File: src/rtl/button_pulse_conditioner_if.sv
// -----------------------------------------------------------------------------
// button_pulse_conditioner_if
//   Signal bundle between a push-button source and the pulse conditioner.
//   Clock and reset are not part of the bundle; they stay as plain ports.
//
//   Parameters
//     IDX_W      width of the press index
//
//   Signals
//     btn_in     raw, asynchronous, bouncing button (1 = pressed)
//     idx_clr    synchronous clear of press_idx
//     btn_level  debounced button level
//     btn_pulse  one-cycle strobe per accepted press (feeds memory_loader.result_toggle)
//     press_idx  count of accepted pulses, modulo 2**IDX_W
//
//   Modports
//     master     button/control side: drives btn_in, idx_clr
//     slave      conditioner side: drives btn_level, btn_pulse, press_idx
// -----------------------------------------------------------------------------
interface button_pulse_conditioner_if #(
    parameter int IDX_W = 4
);
    logic             btn_in;
    logic             idx_clr;
    logic             btn_level;
    logic             btn_pulse;
    logic [IDX_W-1:0] press_idx;

    modport master (
        output btn_in,
        output idx_clr,
        input  btn_level,
        input  btn_pulse,
        input  press_idx
    );

    modport slave (
        input  btn_in,
        input  idx_clr,
        output btn_level,
        output btn_pulse,
        output press_idx
    );
endinterface

File: src/rtl/button_pulse_conditioner.sv
// -----------------------------------------------------------------------------
// button_pulse_conditioner
//   Turns a raw, bouncing push-button into a clean one-cycle pulse that steps
//   the downstream result display once per accepted press, plus a wrap-around
//   press index mirroring which result is currently shown.
//
//   Path: btn_in -> 2-FF synchroniser -> debounce FSM -> registered outputs.
//   A press (or release) is accepted only after the synchronised level has
//   been stable for DEBOUNCE_CYCLES cycles; any shorter glitch is discarded.
//
//   Parameters
//     DEBOUNCE_CYCLES  stable cycles needed to accept a press or a release
//     CNT_W            debounce counter width, 2**CNT_W > DEBOUNCE_CYCLES
//     IDX_W            press_idx width
//     REPEAT_CYCLES    auto-repeat period while held (HOLD_REPEAT_EN only)
//
//   Ports
//     clk   system clock
//     rst   synchronous, active-low reset
//     bus   slave side of button_pulse_conditioner_if
//             (btn_in, idx_clr in; btn_level, btn_pulse, press_idx out)
//
//   Build option
//     HOLD_REPEAT_EN  when defined, holding the button emits one extra pulse
//                     every REPEAT_CYCLES cycles while in HELD. When undefined
//                     there is exactly one pulse per press and no repeat
//                     counter exists.
// -----------------------------------------------------------------------------
module button_pulse_conditioner #(
    parameter int DEBOUNCE_CYCLES = 500_000,
    parameter int CNT_W           = 20,
    parameter int IDX_W           = 4,
    parameter int REPEAT_CYCLES   = 25_000_000
) (
    input  logic                          clk,
    input  logic                          rst,
    button_pulse_conditioner_if.slave     bus
);

    // Elaboration-time parameter sanity checks.
    if ((2 ** CNT_W) <= DEBOUNCE_CYCLES) begin : g_cnt_w_check
        $error("CNT_W too small for DEBOUNCE_CYCLES");
    end
    if (REPEAT_CYCLES < 2) begin : g_repeat_check
        $error("REPEAT_CYCLES must be at least 2");
    end
    if (DEBOUNCE_CYCLES < 1) begin : g_debounce_check
        $error("DEBOUNCE_CYCLES must be at least 1");
    end

    localparam int SYNC_STAGES = 2;
    localparam logic [CNT_W-1:0] CNT_LAST = CNT_W'(DEBOUNCE_CYCLES - 1);

    typedef enum logic [1:0] {
        IDLE       = 2'd0,
        CONF_PRESS = 2'd1,
        HELD       = 2'd2,
        CONF_REL   = 2'd3
    } state_t;

    // -------------------------------------------------------------------------
    // Synchroniser: stage 0 is s1, stage 1 is s2. Only s2 reaches the FSM.
    // -------------------------------------------------------------------------
    logic [SYNC_STAGES-1:0] sync_reg;
    logic                   s2;

    genvar gi;
    generate
        for (gi = 0; gi < SYNC_STAGES; gi++) begin : g_sync
            always_ff @(posedge clk) begin
                if (!rst) begin
                    sync_reg[gi] <= 1'b0;
                end else if (gi == 0) begin
                    sync_reg[gi] <= bus.btn_in;
                end else begin
                    sync_reg[gi] <= sync_reg[(gi == 0) ? 0 : gi-1];
                end
            end
        end
    endgenerate

    assign s2 = sync_reg[SYNC_STAGES-1];

    // -------------------------------------------------------------------------
    // State and output registers
    // -------------------------------------------------------------------------
    state_t           state_reg,  state_next;
    logic [CNT_W-1:0] cnt_reg,    cnt_next;
    logic             level_reg,  level_next;
    logic             pulse_reg,  pulse_next;
    logic [IDX_W-1:0] idx_reg,    idx_next;

    logic             press_accept;
    logic             release_accept;
    logic             rpt_fire;

    always_ff @(posedge clk) begin
        if (!rst) begin
            state_reg <= IDLE;
            cnt_reg   <= '0;
            level_reg <= 1'b0;
            pulse_reg <= 1'b0;
            idx_reg   <= '0;
        end else begin
            state_reg <= state_next;
            cnt_reg   <= cnt_next;
            level_reg <= level_next;
            pulse_reg <= pulse_next;
            idx_reg   <= idx_next;
        end
    end

    // -------------------------------------------------------------------------
    // Next-state logic. The debounce counter restarts from 0 whenever the
    // synchronised level disagrees with the level being confirmed, so only an
    // uninterrupted run of DEBOUNCE_CYCLES samples is accepted.
    // -------------------------------------------------------------------------
    always_comb begin
        state_next     = state_reg;
        cnt_next       = cnt_reg;
        press_accept   = 1'b0;
        release_accept = 1'b0;
        case (state_reg)
            IDLE: begin
                if (s2) begin
                    state_next = CONF_PRESS;
                    cnt_next   = '0;
                end
            end
            CONF_PRESS: begin
                if (!s2) begin
                    state_next = IDLE;
                    cnt_next   = '0;
                end else if (cnt_reg == CNT_LAST) begin
                    state_next   = HELD;
                    cnt_next     = '0;
                    press_accept = 1'b1;
                end else begin
                    cnt_next = cnt_reg + 1'b1;
                end
            end
            HELD: begin
                if (!s2) begin
                    state_next = CONF_REL;
                    cnt_next   = '0;
                end
            end
            CONF_REL: begin
                // A bounce back to 1 returns to HELD without a new pulse.
                if (s2) begin
                    state_next = HELD;
                    cnt_next   = '0;
                end else if (cnt_reg == CNT_LAST) begin
                    state_next     = IDLE;
                    cnt_next       = '0;
                    release_accept = 1'b1;
                end else begin
                    cnt_next = cnt_reg + 1'b1;
                end
            end
            default: begin
                state_next = IDLE;
                cnt_next   = '0;
            end
        endcase
    end

`ifdef HOLD_REPEAT_EN
    // -------------------------------------------------------------------------
    // Auto-repeat: counts only while the button stays in HELD. It is held at
    // zero everywhere else, which clears it on every entry to HELD and on the
    // way out to CONF_REL.
    // -------------------------------------------------------------------------
    localparam int RPT_W = (REPEAT_CYCLES > 1) ? $clog2(REPEAT_CYCLES) : 1;
    localparam logic [RPT_W-1:0] RPT_LAST = RPT_W'(REPEAT_CYCLES - 1);

    logic [RPT_W-1:0] rpt_reg, rpt_next;

    always_ff @(posedge clk) begin
        if (!rst) begin
            rpt_reg <= '0;
        end else begin
            rpt_reg <= rpt_next;
        end
    end

    always_comb begin
        rpt_next = '0;
        rpt_fire = 1'b0;
        if (state_reg == HELD && s2) begin
            if (rpt_reg == RPT_LAST) begin
                rpt_fire = 1'b1;
            end else begin
                rpt_next = rpt_reg + 1'b1;
            end
        end
    end
`else
    assign rpt_fire = 1'b0;
`endif

    // -------------------------------------------------------------------------
    // Output logic. The pulse defaults low every cycle; an index clear takes
    // priority over a same-cycle increment, but the pulse still goes out.
    // -------------------------------------------------------------------------
    always_comb begin
        level_next = level_reg;
        if (press_accept) begin
            level_next = 1'b1;
        end else if (release_accept) begin
            level_next = 1'b0;
        end

        pulse_next = press_accept | rpt_fire;

        idx_next = idx_reg;
        if (bus.idx_clr) begin
            idx_next = '0;
        end else if (pulse_next) begin
            idx_next = idx_reg + 1'b1;
        end
    end

    assign bus.btn_level = level_reg;
    assign bus.btn_pulse = pulse_reg;
    assign bus.press_idx = idx_reg;

endmodule

File: src/flat_wrapper.sv
// flat-port wrapper written by rule: the top's interface ports become plain ports
module button_pulse_conditioner_flat 
#(
    parameter int DEBOUNCE_CYCLES = 500_000,
    parameter int CNT_W           = 20,
    parameter int IDX_W           = 4,
    parameter int REPEAT_CYCLES   = 25_000_000
)
  (clk, rst, bus_btn_in, bus_idx_clr, bus_btn_level, bus_btn_pulse, bus_press_idx);
  button_pulse_conditioner_if #(.IDX_W(IDX_W)) bus_i ();
  input  logic clk;
  input  logic rst;
  input wire logic [$bits(bus_i.btn_in)-1:0] bus_btn_in;
  input wire logic [$bits(bus_i.idx_clr)-1:0] bus_idx_clr;
  output wire logic [$bits(bus_i.btn_level)-1:0] bus_btn_level;
  output wire logic [$bits(bus_i.btn_pulse)-1:0] bus_btn_pulse;
  output wire logic [$bits(bus_i.press_idx)-1:0] bus_press_idx;
  assign bus_i.btn_in = bus_btn_in;
  assign bus_i.idx_clr = bus_idx_clr;
  assign bus_btn_level = bus_i.btn_level;
  assign bus_btn_pulse = bus_i.btn_pulse;
  assign bus_press_idx = bus_i.press_idx;
  button_pulse_conditioner #(.DEBOUNCE_CYCLES(DEBOUNCE_CYCLES), .CNT_W(CNT_W), .IDX_W(IDX_W), .REPEAT_CYCLES(REPEAT_CYCLES)) u_core (.clk(clk), .rst(rst), .bus(bus_i));
endmodule
File: config.mk
export PLATFORM = sky130hd
export DESIGN_NAME = button_pulse_conditioner_flat
export DESIGN_NICKNAME = d
export VERILOG_FILES = /design/src/rtl/button_pulse_conditioner_if.sv /design/src/rtl/button_pulse_conditioner.sv /design/src/flat_wrapper.sv
export SDC_FILE = /design/constraint.sdc
export NUM_CORES = 1
export LEC_CHECK = 0
export ABC_AREA = 1
export CAP_MARGIN = 20
export CORE_ASPECT_RATIO = 1.5
export CORE_UTILIZATION = 58
export CTS_CLUSTER_DIAMETER = 120
export DETAILED_ROUTE_END_ITERATION = 10
export GPL_TIMING_DRIVEN = 0
export PLACE_DENSITY = 0.78
export SLEW_MARGIN = 0
export SYNTH_ARGS = -nofsm -noshare
export SYNTH_HDL_FRONTEND = slang
export SYNTH_SLANG_ARGS = --single-unit
File: constraint.sdc
create_clock -name clk -period 1.94 [get_ports clk]
set_input_delay 0.388 -clock clk [delete_from_list [all_inputs] [get_ports clk]]
set_output_delay 0.388 -clock clk [all_outputs]
set_load 0.01 [all_outputs]
==> results.yml, run 1 <==
place:
  placed_area_sq_um: 1860
  gp_congestion: 0.945
  dpl.hpwl_microns: 3160
  port_buffers: 9
detailed_routing:
  dr.pass1.iters: 5
  wirelength_microns: 4150
  drtIter0Drc: 73
  avgViaCountPerCell: 5.25
  ant_nets: 0
  wire_per_inst_microns: 12.5
  drc: 0
  num_vias: 1739
setup_path:
  r2r_start: "u_core.cnt_reg[0]$_SDFFE_PN0P_"
  r2r-end: "u_core.cnt_reg[3]$_SDFFE_PN0P_"
  critical_path_class: "reg -> reg"
  cp-startpoint: "u_core.cnt_reg[0]$_SDFFE_PN0P_"
  cp-start-kind: "register"
  reg2regPathDepth: 8
  required_ps: 2090
  crit_path_end_kind: "register"
  critPathArrivalTime_ps: 1930
  rrSetupSlack_ps: 160
  critPathMaxFanout: 5
  crit_end: "u_core.cnt_reg[3]$_SDFFE_PN0P_"
synth:
  synthFlopType: "dfxtp_1"
  yosys.area_share.xor_xnor_pct: 2.04
  synth.top_cell.area_share_pct: 34.9
  syn_nets: 283
  synth_compound_area_share_pct: 12.2
  synthCells: 277
  async_reset_ff_share_pct: 0
  ys_seq_area_share_pct: 34.9
  synth_mux_area_share_pct: 0
  synth_top_family_by_area: "simple AND/OR/NAND/NOR gates"
  synth-edff-count: 0
  yosysUniqueCellTypes: 23
  synth-seq-cells: 30
  yosys.area_share.simple_pct: 40.1
  yosys_warnings: 0
  synthAdderAreaFrac_pct: 1.45
  netlist_top_cells_area: "dfxtp_1 (35%), nand2_1 (17%), nor2_1 (8.7%), nand3_1 (7.3%), inv_1 (7.2%)"
  synth.avg_cell_area_sq_um: 6.21
  synth_top_area_cell: "dfxtp_1"
  syn_area_sq_um: 1720
global_route:
  grt_usage_pct: 29.7
  grt_pass1_wl_microns: 6610
  antenna_found_initial: 0
  grt_max_degree: 11
  overflow: 0
  grt_pass1_vias: 1565
timing:
  rsz0062_at_grt: "false"
  setup_tns_ps: 0
  slew_headroom_pct: 65.6
  fmax_mhz: 562
  finClkSkew_ps: 4.71
  setup_viol: 0
  tightest_slew_ps: 516
  hold_violations: 0
  fin_crit_sh_pct: 91.8
  finalCriticalPeriod_ps: 1780
  slew_viol_final: 0
clock_network:
  cts-root-buf: "clkbuf_8"
  clk_latency_ps: 280
  cts.repair_timing.setup_buffer_count: 0
  cts.sinks: 30
  cts_max_level: 2
  clk_pin_slew_ps: 60
  cts_made_buffers: 5
  cts_buffer_depth: 2
  postCtsHoldBufs: 0
  cts_resized: 0
  cts_tree: "yes"
hold_path:
  hp-class: "reg -> reg"
  hp-start: "u_core.sync_reg[0]$_SDFF_PN0_"
floorplanning:
  core.rowCount: 23
  io_pins: 10
  dieArea_sq_um: 3190
  start_util_pct: 62.9
  dieHeight_microns: 68.7
  core_sq_um: 2730
  die_x_microns: 46.5
status:
  outcome: "completed"
layout:
  layout.nets: 299
  layout.core_utilization_pct: 71.3
  final_area_sq_um: 1950
  multiInputGateArea_sq_um: 960
  drive_gt1_share_pct: 6.80
  num-fill-cells: 263
  area_growth_pct: 13.2
  regArea_sq_um: 601
  largest_register_ffs: 20
  diodes: 0
pwr:
  power.density_nw_per_um2: 624
  ir_drop_uv: 688
  leakage_nw: 0.684
  power_mw: 1.22
job:
  cap_violations: 0
==> worst max-delay path: stages (launching register included) <==
cell and delay, ps:
dfxtp_1 370, ha_1 210, nand2_1 120, nor2_4 190
nand3_2 130, o21ai_1 250, nand2_1 210, nand2_1 130
nor3_1 50
==> cells in the mapped netlist, types with 2 or more instances <==
cell type / number
nand2_1: 79
o21ai_1: 3
xor2_1: 3
nand4_1: 3
nor3_1: 5
dfxtp_1: 30
nand3_1: 25
nor2_1: 40
nor2_2: 3
inv_1: 33
ha_1: 2
clkbuf_1: 2
nor2_4: 4
a21oi_1: 21
inv_2: 2
o21ai_0: 15
==> final cells by class <==
type	instances	area share, %
buffer	5	1.48
clock buffer	7	4.43
clock inverter	1	0.257
inverter	35	6.74
multi-input combinational	207	49.3
sequential	30	30.8
tap	37	2.38
timing repair buffer	9	4.62
==> cell usage in the layout, fill, tap and decap left out <==
cell / n
xnor2_1: 1
clkbuf_1: 3
nor3_1: 5
inv_1: 33
clkbuf_2: 1
buf_6: 1
o21ai_1: 3
nand3_1: 25
buf_2: 1
clkbuf_8: 6
nand3_2: 1
ha_1: 2
clkdlybuf4s50_1: 9
xor2_1: 3
a211oi_1: 1
a21oi_1: 21
clkinv_2: 1
nand4_1: 3
nor2_4: 4
nand2_1: 79
dfxtp_1: 30
nor2_1: 40
nor2_2: 3
inv_2: 2
o21ai_0: 15
o21a_1: 1
==> kinds of logic after synthesis <==
family,count (synthesis)
flip-flops,30
buffers and inverters,40
AO/OA/AOI/OAI,41
AND/OR/NAND/NOR,160
adder cells (fa/ha/maj),2
XOR/XNOR,4
==> power breakdown <==
group	internal, mW	total, mW	switching [mW]
combinational	0.0204	0.0741	0.0537
sequential	0.621	0.624	0.00346
clock	0.286	0.518	0.233
==> worst min path at each step <==
stage,end,cells after the start
global route,u_core.s2$_SDFF_PN0_,2
finish,u_core.s2$_SDFF_PN0_,2
floorplan,u_core.s2$_SDFF_PN0_,2
CTS,u_core.s2$_SDFF_PN0_,2
global placement,u_core.s2$_SDFF_PN0_,2
detailed placement,u_core.s2$_SDFF_PN0_,2
==> routing by layer <==
layer	GRT usage, %	up-vias	part of all wire (%)
met3	5.47	11	3.9
met4	14.7	0	3.3
met1	30.7	775	41
met5	0	-	0
li1	-	910	-
met2	54.3	43	52
==> stage by stage <==
stage,hold WS (ps),instances,setup WS [ps]
detailed placement,418,323,55.4
floorplan,390,277,449
global placement,417,323,63.8
global route,453,331,30.3
finish,428,331,159
CTS,435,331,188
No activity file was read; power rests on OpenSTA's default activity.
==> run 2, diff against run 1 <==
- TNS_END_PERCENT: not set -> 20
==> results of run 2 <==
Same layout as run 1: the final DEF is identical, and so are final timing and power.
==> run 3, diff against run 2 <==
==> constraint.sdc (replaced) <==
create_clock -name clk -period 1.94 [get_ports clk]
set_input_delay 0.485 -clock clk [delete_from_list [all_inputs] [get_ports clk]]
set_output_delay 0.485 -clock clk [all_outputs]
set_load 0.01 [all_outputs]
==> results of run 3 <==
Same layout as run 1: the final DEF is identical, and so are final timing and power.
Among the figures that moved: setup slack after placement 55.4 ps -> -41.6 ps
